`config.mk`:
```
export PLATFORM = sky130hd
export DESIGN_NAME = qdr_dac_serializer
export DESIGN_NICKNAME = d
export VERILOG_FILES = /design/src/rtl/qdr_dac_serializer.sv
export SDC_FILE = /design/constraint.sdc
export NUM_CORES = 1
export LEC_CHECK = 0
export BUFFER_PORTS_ARGS = -buffer_cell sky130_fd_sc_hd__buf_2
export CAP_MARGIN = 30
export CORE_AREA = 2 2 50 99
export DETAILED_ROUTE_END_ITERATION = 16
export DIE_AREA = 0 0 52 101
export PLACE_DENSITY_LB_ADDON = 0.25
export SYNTH_ARGS = -nofsm -noshare
export SYNTH_HDL_FRONTEND = slang
export SYNTH_SLANG_ARGS = --single-unit
```
`constraint.sdc`:
```
create_clock -name clk -period 2.1 [get_ports clk]
set_input_delay 0.105 -clock clk [delete_from_list [all_inputs] [get_ports clk]]
set_output_delay 0.105 -clock clk [all_outputs]
set_load 0.1 [all_outputs]
```
`src/rtl/qdr_dac_serializer.sv`:
```
// rtl/qdr_dac_serializer.sv - sample-to-lane DAC serializer with skid buffer and DDR forward clock
//
// Purpose: accepts DATA_W-bit samples over valid/ready and emits each as BEATS
// LANE_W-bit beats on DA. DAFRAME marks the leading FRAME_HI beats and DACLK
// toggles once per beat (clk/2). Frames run back to back while enable is held.
// If no sample is waiting at a frame boundary, the last word (or zero) is
// resent and underrun pulses.
//
// Ports:
//   clk           in   beat clock
//   reset         in   asynchronous reset, active low
//   enable        in   1: start/keep streaming; 0: stop after the current frame
//   data_in       in   [DATA_W-1:0] sample
//   data_valid    in   data_in valid
//   data_ready    out  skid buffer can accept this cycle
//   DA            out  [LANE_W-1:0] serialized beat
//   DAFRAME       out  frame marker
//   DACLK         out  DDR forward clock
//   underrun      out  one-cycle pulse: a frame started with no sample buffered
//   underrun_cnt  out  [15:0] saturating underrun count
module qdr_dac_serializer #(
  parameter int DATA_W        = 14,
  parameter int LANE_W        = 4,
  parameter int FRAME_HI      = ((DATA_W + LANE_W - 1) / LANE_W) / 2,
  parameter int MSB_FIRST     = 1,
  parameter int UNDERRUN_ZERO = 0
) (
  input  logic              clk,
  input  logic              reset,
  input  logic              enable,
  input  logic [DATA_W-1:0] data_in,
  input  logic              data_valid,
  output logic              data_ready,
  output logic [LANE_W-1:0] DA,
  output logic              DAFRAME,
  output logic              DACLK,
  output logic              underrun,
  output logic [15:0]       underrun_cnt
);

  localparam int BEATS = (DATA_W + LANE_W - 1) / LANE_W;
  localparam int WW    = BEATS * LANE_W;
  localparam int PAD   = WW - DATA_W;
  localparam int BW    = (BEATS > 1) ? $clog2(BEATS) : 1;
  localparam logic [BW-1:0] LAST_BEAT  = BW'(BEATS - 1);
  localparam logic [BW-1:0] FRAME_HI_B = BW'(FRAME_HI);

  // DACLK must end each frame low so consecutive frames keep the same phase.
  if (BEATS % 2 != 0) begin : g_beats_check
    $error("qdr_dac_serializer: BEATS=%0d must be even", BEATS);
  end
  if (FRAME_HI < 1 || FRAME_HI > BEATS - 1) begin : g_frame_hi_check
    $error("qdr_dac_serializer: FRAME_HI=%0d out of range 1..%0d", FRAME_HI, BEATS - 1);
  end

  typedef enum logic {IDLE, RUN} state_t;

  state_t            state;
  logic              skid_full;
  logic [DATA_W-1:0] skid_data;
  logic [DATA_W-1:0] word;
  logic [BW-1:0]     beat;
  logic              under_pend;
  logic              frame_end;
  logic              frame_load;
  logic              accept;

  assign frame_end  = (state == RUN) && (beat == LAST_BEAT);
  assign frame_load = enable && skid_full && ((state == IDLE) || frame_end);
  // The buffer drains into the shift word on frame_load, so it can take a new
  // sample in that same cycle.
  assign data_ready = !skid_full || frame_load;
  assign accept     = data_valid && data_ready;

  function automatic logic [LANE_W-1:0] slice_of(input logic [DATA_W-1:0] w,
                                                 input logic [BW-1:0]     b);
    logic [WW-1:0]     padded;
    logic [BW-1:0]     idx;
    logic [LANE_W-1:0] s;
    padded = WW'(w) << PAD;
    idx    = (MSB_FIRST != 0) ? (LAST_BEAT - b) : b;
    s      = '0;
    for (int k = 0; k < BEATS; k++) begin
      if (idx == BW'(k)) s = padded[k*LANE_W +: LANE_W];
    end
    return s;
  endfunction

  // Outputs are registered from the sequencer state, so DA trails the beat
  // counter by one cycle. The underrun pulse and count are delayed by one
  // cycle through under_pend, which lines them up with beat 0 of the refilled
  // frame on DA.
  always_ff @(posedge clk or negedge reset) begin
    if (!reset) begin
      state        <= IDLE;
      skid_full    <= 1'b0;
      skid_data    <= '0;
      word         <= '0;
      beat         <= '0;
      under_pend   <= 1'b0;
      DA           <= '0;
      DAFRAME      <= 1'b0;
      DACLK        <= 1'b0;
      underrun     <= 1'b0;
      underrun_cnt <= '0;
    end else begin
      if (frame_load) begin
        skid_full <= accept;
        if (accept) skid_data <= data_in;
      end else if (accept) begin
        skid_full <= 1'b1;
        skid_data <= data_in;
      end

      underrun   <= under_pend;
      under_pend <= 1'b0;
      if (under_pend && underrun_cnt != 16'hFFFF) underrun_cnt <= underrun_cnt + 16'd1;

      case (state)
        IDLE: begin
          DA      <= '0;
          DAFRAME <= 1'b0;
          DACLK   <= 1'b0;
          if (frame_load) begin
            word  <= skid_data;
            beat  <= '0;
            state <= RUN;
          end
        end
        RUN: begin
          DA      <= slice_of(word, beat);
          DAFRAME <= (beat < FRAME_HI_B);
          DACLK   <= ~beat[0];
          if (frame_end) begin
            beat <= '0;
            if (!enable) begin
              state <= IDLE;
            end else if (skid_full) begin
              word <= skid_data;
            end else begin
              under_pend <= 1'b1;
              if (UNDERRUN_ZERO != 0) word <= '0;
            end
          end else begin
            beat <= beat + BW'(1);
          end
        end
        default: state <= IDLE;
      endcase
    end
  end

endmodule

```
# Word-level counts from Yosys, hierarchy flattened
# Index checks and enable logic that the tools add are counted.
# totals
ff_bits,56
wordCells,62
# classes
addsub,3
order_cmp,1
eq_ne,9
n_mux,25
n_bitwise,2
reduce_logical,11
# op_table
op,n
14-bit 2-to-1 mux,4
14-bit case mux with 2 select lines,1
"16-bit by 1-bit adder with 16-bit output, second input constant",1
4-bit 2-to-1 mux,4
"16-bit inequality test, second input constant",1
1-bit 2-to-1 mux,9
4-bit case mux with 2 select lines,1
"2-bit == test, second input constant",3
1-bit case mux with 2 select lines,3
1-bit logical AND,5
2-bit 2-to-1 mux,2
"2-bit by 1-bit inequality test with 1-bit output, second input constant",2
"2-bit inequality test, second input constant",2
2-bit case mux with 2 select lines,1
4-bit AND reduction,1
"2-bit by 1-bit adder with 2-bit output, second input constant",1
"2-bit by 1-bit == test with 1-bit output, second input constant",1
2-bit logical NOT,1
1-bit logical OR,2
"2-bit less-than comparator, second input constant",1
1-bit NOT,2
2-bit nonzero test,1
"2-bit subtractor, first input constant",1
1-bit logical NOT,1

# Depth between registers and ports, before layout
# logic_depth
ltp_word,8
mapped_depth,6

# Worst setup path after synthesis
# Ideal clock, no wire load.
# synth_timing
kind,reg2reg
start,register beat[1]
end,register skid_data[0]
setup_ns,0.125
t_arrival_ns,3.043
required_ns,1.975
setup_slack_ns,-1.067
stages_incl_launch_ff,7
path_buffers,1
period_less_slack_ns,3.167
cell_sequence,dfrtp_1 > ha_1 > nor2b_1 > o21ai_1 > nand2_1 > buf_2 > mux2_2
# synth_between
elab_chain_len,6
# synth_lines
element,line_no,text
from (decl),62,logic [BW-1:0] beat;
from (signal assigned),145,beat <= beat + BW'(1);
2-bit == test,68,assign frame_end = (state == RUN) && (beat == LAST_BEAT);
1-bit logical AND,68,
1-bit logical OR,69,assign frame_load = enable && skid_full && ((state == IDLE) || frame_end);
1-bit logical AND,69,
1-bit logical OR,72,assign data_ready = !skid_full || frame_load;
via data_ready,33,"output logic data_ready,"
1-bit logical AND,73,assign accept = data_valid && data_ready;
to (signal assigned),109,if (accept) skid_data <= data_in;
to (signal assigned),112,skid_data <= data_in;
to (decl),60,logic [DATA_W-1:0] skid_data;
# The timed path passes the listed nets, and every way through them passes these cells.
# A chain may end at the register's enable or synchronous reset.

# Final worst setup path
# layout_timing
start,register beat[0]
end,output port data_ready
# layout_between
elab_chain_len,5
# layout_lines
element,line_no
2-bit == test,68
1-bit logical AND,68
1-bit logical OR,69
1-bit logical AND,69
1-bit logical OR,72
to (decl),33
# Every way passes these cells.

==> flow_metrics.tcl <==
set metrics [dict create \
    status "complete, no violations" \
    holdWs_ns 0.01014 \
    place_inst 289 \
    cts.sinks 56 \
    ir_drop_v 0.001058 \
    gp_congestion 0.7568 \
    tightest_slew_ns 0.5306 \
    instances_no_fill 298 \
    crit_path_max_fanout 5 \
    setup_viol 0 \
    max_freq_mhz 545.0 \
    grt_max_degree 22 \
    wl_per_cell_um 13.70 \
    required_ns 2.00 \
    cap_violations 0 \
    htreeDepth 2 \
    cellLeakagePower_nw 1.368 \
    grt_pass1_wl_um 6969 \
    drt_iter0_markers 17 \
    ios 42 \
    clock_path_buffers 2 \
    coreArea_mm2 0.004511 \
    period_share_pct 87.38 \
    start_util_pct 53.56 \
    chipWidth_um 52 \
    post-cts-setup-buffer-count 0 \
    layout_min_cycle_time_ns 1.835 \
    ys_warn_count 0 \
    drc 0 \
    clock_latency_ns 0.31 \
    drt_first_pass_iters 4 \
    finalHoldViolCount 0 \
    p_per_area_mw_per_mm2 1363 \
    cts-root-buf "clkbuf_8" \
    synth_edf_count 0 \
    nets 266 \
    ys_seq_area_share_pct 58.00 \
    max_slew_margin_pct 64.51 \
    path_class "reg2out" \
    grt_usage_pct 17.92 \
    cts_tree "built" \
    fin_skew_ns 0.008832 \
    drive_gt1_share_pct 46.09 \
    grt_antenna_before_repair 0 \
    avgSynthCellArea_um2 12.78 \
    rsz0062_at_grt "false" \
    ys.flop_type "dfrtp_1" \
    port-buffer-count 41 \
    end_kind "output port" \
    fillCellCount 370 \
    die_h_um 101 \
    netlist_instances 189 \
    syn_area_mm2 0.002416 \
    design.die.area_mm2 0.005252 \
    n_antenna_cell 0 \
    wirelength_um 4084 \
    yosysUniqueCellTypes 32 \
    arrival_ns 1.73 \
    syn_to_final_growth_pct 18.49 \
    overflow 0 \
    slew_violations 0 \
    rows 35 \
    startpoint_type "flip-flop" \
    hp-class "in2reg" \
    numCtsBuffers 5 \
    grt_pass1_vias 1507 \
    cts.clk_slew.worst_paths_ns 0.09 \
    synth_seq_cells 56 \
    vias_per_cell 5.255 \
    synth_nets 213 \
    dp_hpwl_um 3059 \
    setup_tns_ns 0 \
    vias 1566 \
    ant_nets 0 \
    async_flop_share_pct 100.0 \
]
## cells in the final DEF (no fill, tap or decap), drive strengths merged, types with 2 or more instances in the layout
| cell | instances |
|---|---|
| dfrtp | 56 |
| buf | 48 |
| mux2 | 31 |
| nand2 | 13 |
| nand3 | 11 |
| o21ai | 11 |
| xor2 | 9 |
| nor2 | 7 |
| ha | 6 |
| nor3 | 5 |
| clkbuf | 5 |
| nand4 | 5 |
| inv | 4 |
| nor2b | 4 |
| nand2b | 3 |
| nor4 | 3 |
| xnor2 | 3 |
| clkinv | 3 |
| mux2i | 2 |
| a22oi | 2 |
| and2 | 2 |
| a21oi | 2 |
| and3 | 2 |
## power by group
group / switching, mW / leakage, nW / internal (mW) / total (mW)
clock network: 0.326 / 0.0479 / 0.233 / 0.559
logic: 1.04 / 0.647 / 0.616 / 1.65
registers: 0.222 / 0.673 / 1.47 / 1.69
total: 1.58 / 1.37 / 2.32 / 3.90
## sequential cells by signal (all words and copies together) (netlist names)
signal        count
under_pend        1
underrun_cnt     16
DA                4
DAFRAME           1
skid_data        14
word             14
underrun          1
DACLK             1
state             1
skid_full         1
beat              2
## layer usage
metal / GRT usage [%] / up-vias / part of all wire, % / wire length (um)
met5: 0 / - / 0 / 0
met1: 23.24 / 763 / 42 / 1709
met4: 8.907 / 0 / 2.2 / 89
li1: - / 765 / - / -
met2: 28.24 / 32 / 52 / 2137
met3: 3.264 / 6 / 3.6 / 147
## cell type report
class	instances	area (um^2)	share of cell area, %
Timing Repair Buffer	49	267.8	9.353
Tap cell	55	68.82	2.404
Sequential cell	56	1421	49.65
Inverter	4	15.01	0.5245
Clock buffer	5	68.82	2.404
Multi-Input combinational cell	126	1002	35.01
Clock inverter	3	18.77	0.6556
## cell families after synthesis
family / after synthesis / synth area share (%)
AND/OR/NAND/NOR: 57 / 12.84
flip-flops: 56 / 58.00
multiplexers: 33 / 15.43
AO/OA/AOI/OAI: 18 / 5.075
XOR/XNOR: 12 / 4.350
buffers and inverters: 7 / 1.191
adder cells (fa/ha/maj): 6 / 3.107
## stage by stage
stage	power [mW]	utilization [%]	setup WS, ns	cell area (um^2)
3_3_place_gp	3.303	61.14	0.1216	2758
5_1_grt	4.154	63.47	0.1609	2863
2_1_floorplan	3.001	-	0.01883	2459
6_report	3.902	63.47	0.2651	2863
4_1_cts	3.949	63.47	0.2486	2863
3_5_place_dp	3.377	61.30	0.3226	2765
## synthesized netlist by cell type, drive strengths merged (2+ instances only)
cell type | count | area (um^2)
dfrtp | 56 | 1401
mux2 | 31 | 352.8
nand2 | 13 | 48.80
nand3 | 11 | 55.05
o21ai | 11 | 55.05
xor2 | 9 | 78.83
nor2 | 7 | 26.28
ha | 6 | 75.07
nand4 | 5 | 52.55
nor3 | 5 | 25.02
inv | 4 | 15.01
nor2b | 4 | 25.02
nand2b | 3 | 18.77
nor4 | 3 | 18.77
xnor2 | 3 | 26.28
a21oi | 2 | 10.01
a22oi | 2 | 15.01
and2 | 2 | 12.51
and3 | 2 | 13.77
buf | 2 | 10.01
mux2i | 2 | 20.02
## repair_timing
action,4_1_cts,5_1_grt
endpoints found under the hold margin,14,0
hold buffers,1,0
setup endpoints to repair,0,0
resized for setup,0,0
## worst max-delay path, cell delays in order, from the launching register on
cell	delay, ns
dfrtp_1	0.42
ha_2	0.20
nor2b_1	0.05
buf_4	0.14
o21ai_4	0.17
buf_2	0.45
## final timing paths
kind	from	to	slack [ns]	cells past startpoint
worst min register to register	under_pend	underrun	0.48	0
max in group asynchronous	reset	underrun_cnt[12]	1.27	3
worst max-delay path	beat[0]	data_ready	0.27	5
worst max register to register	beat[0]	skid_data[9]	0.34	6
min in group asynchronous	reset	underrun_cnt[8]	0.23	2
worst min-delay path	data_valid	skid_full	0.01	2
Note: power is estimated with default switching activity, not from simulation.
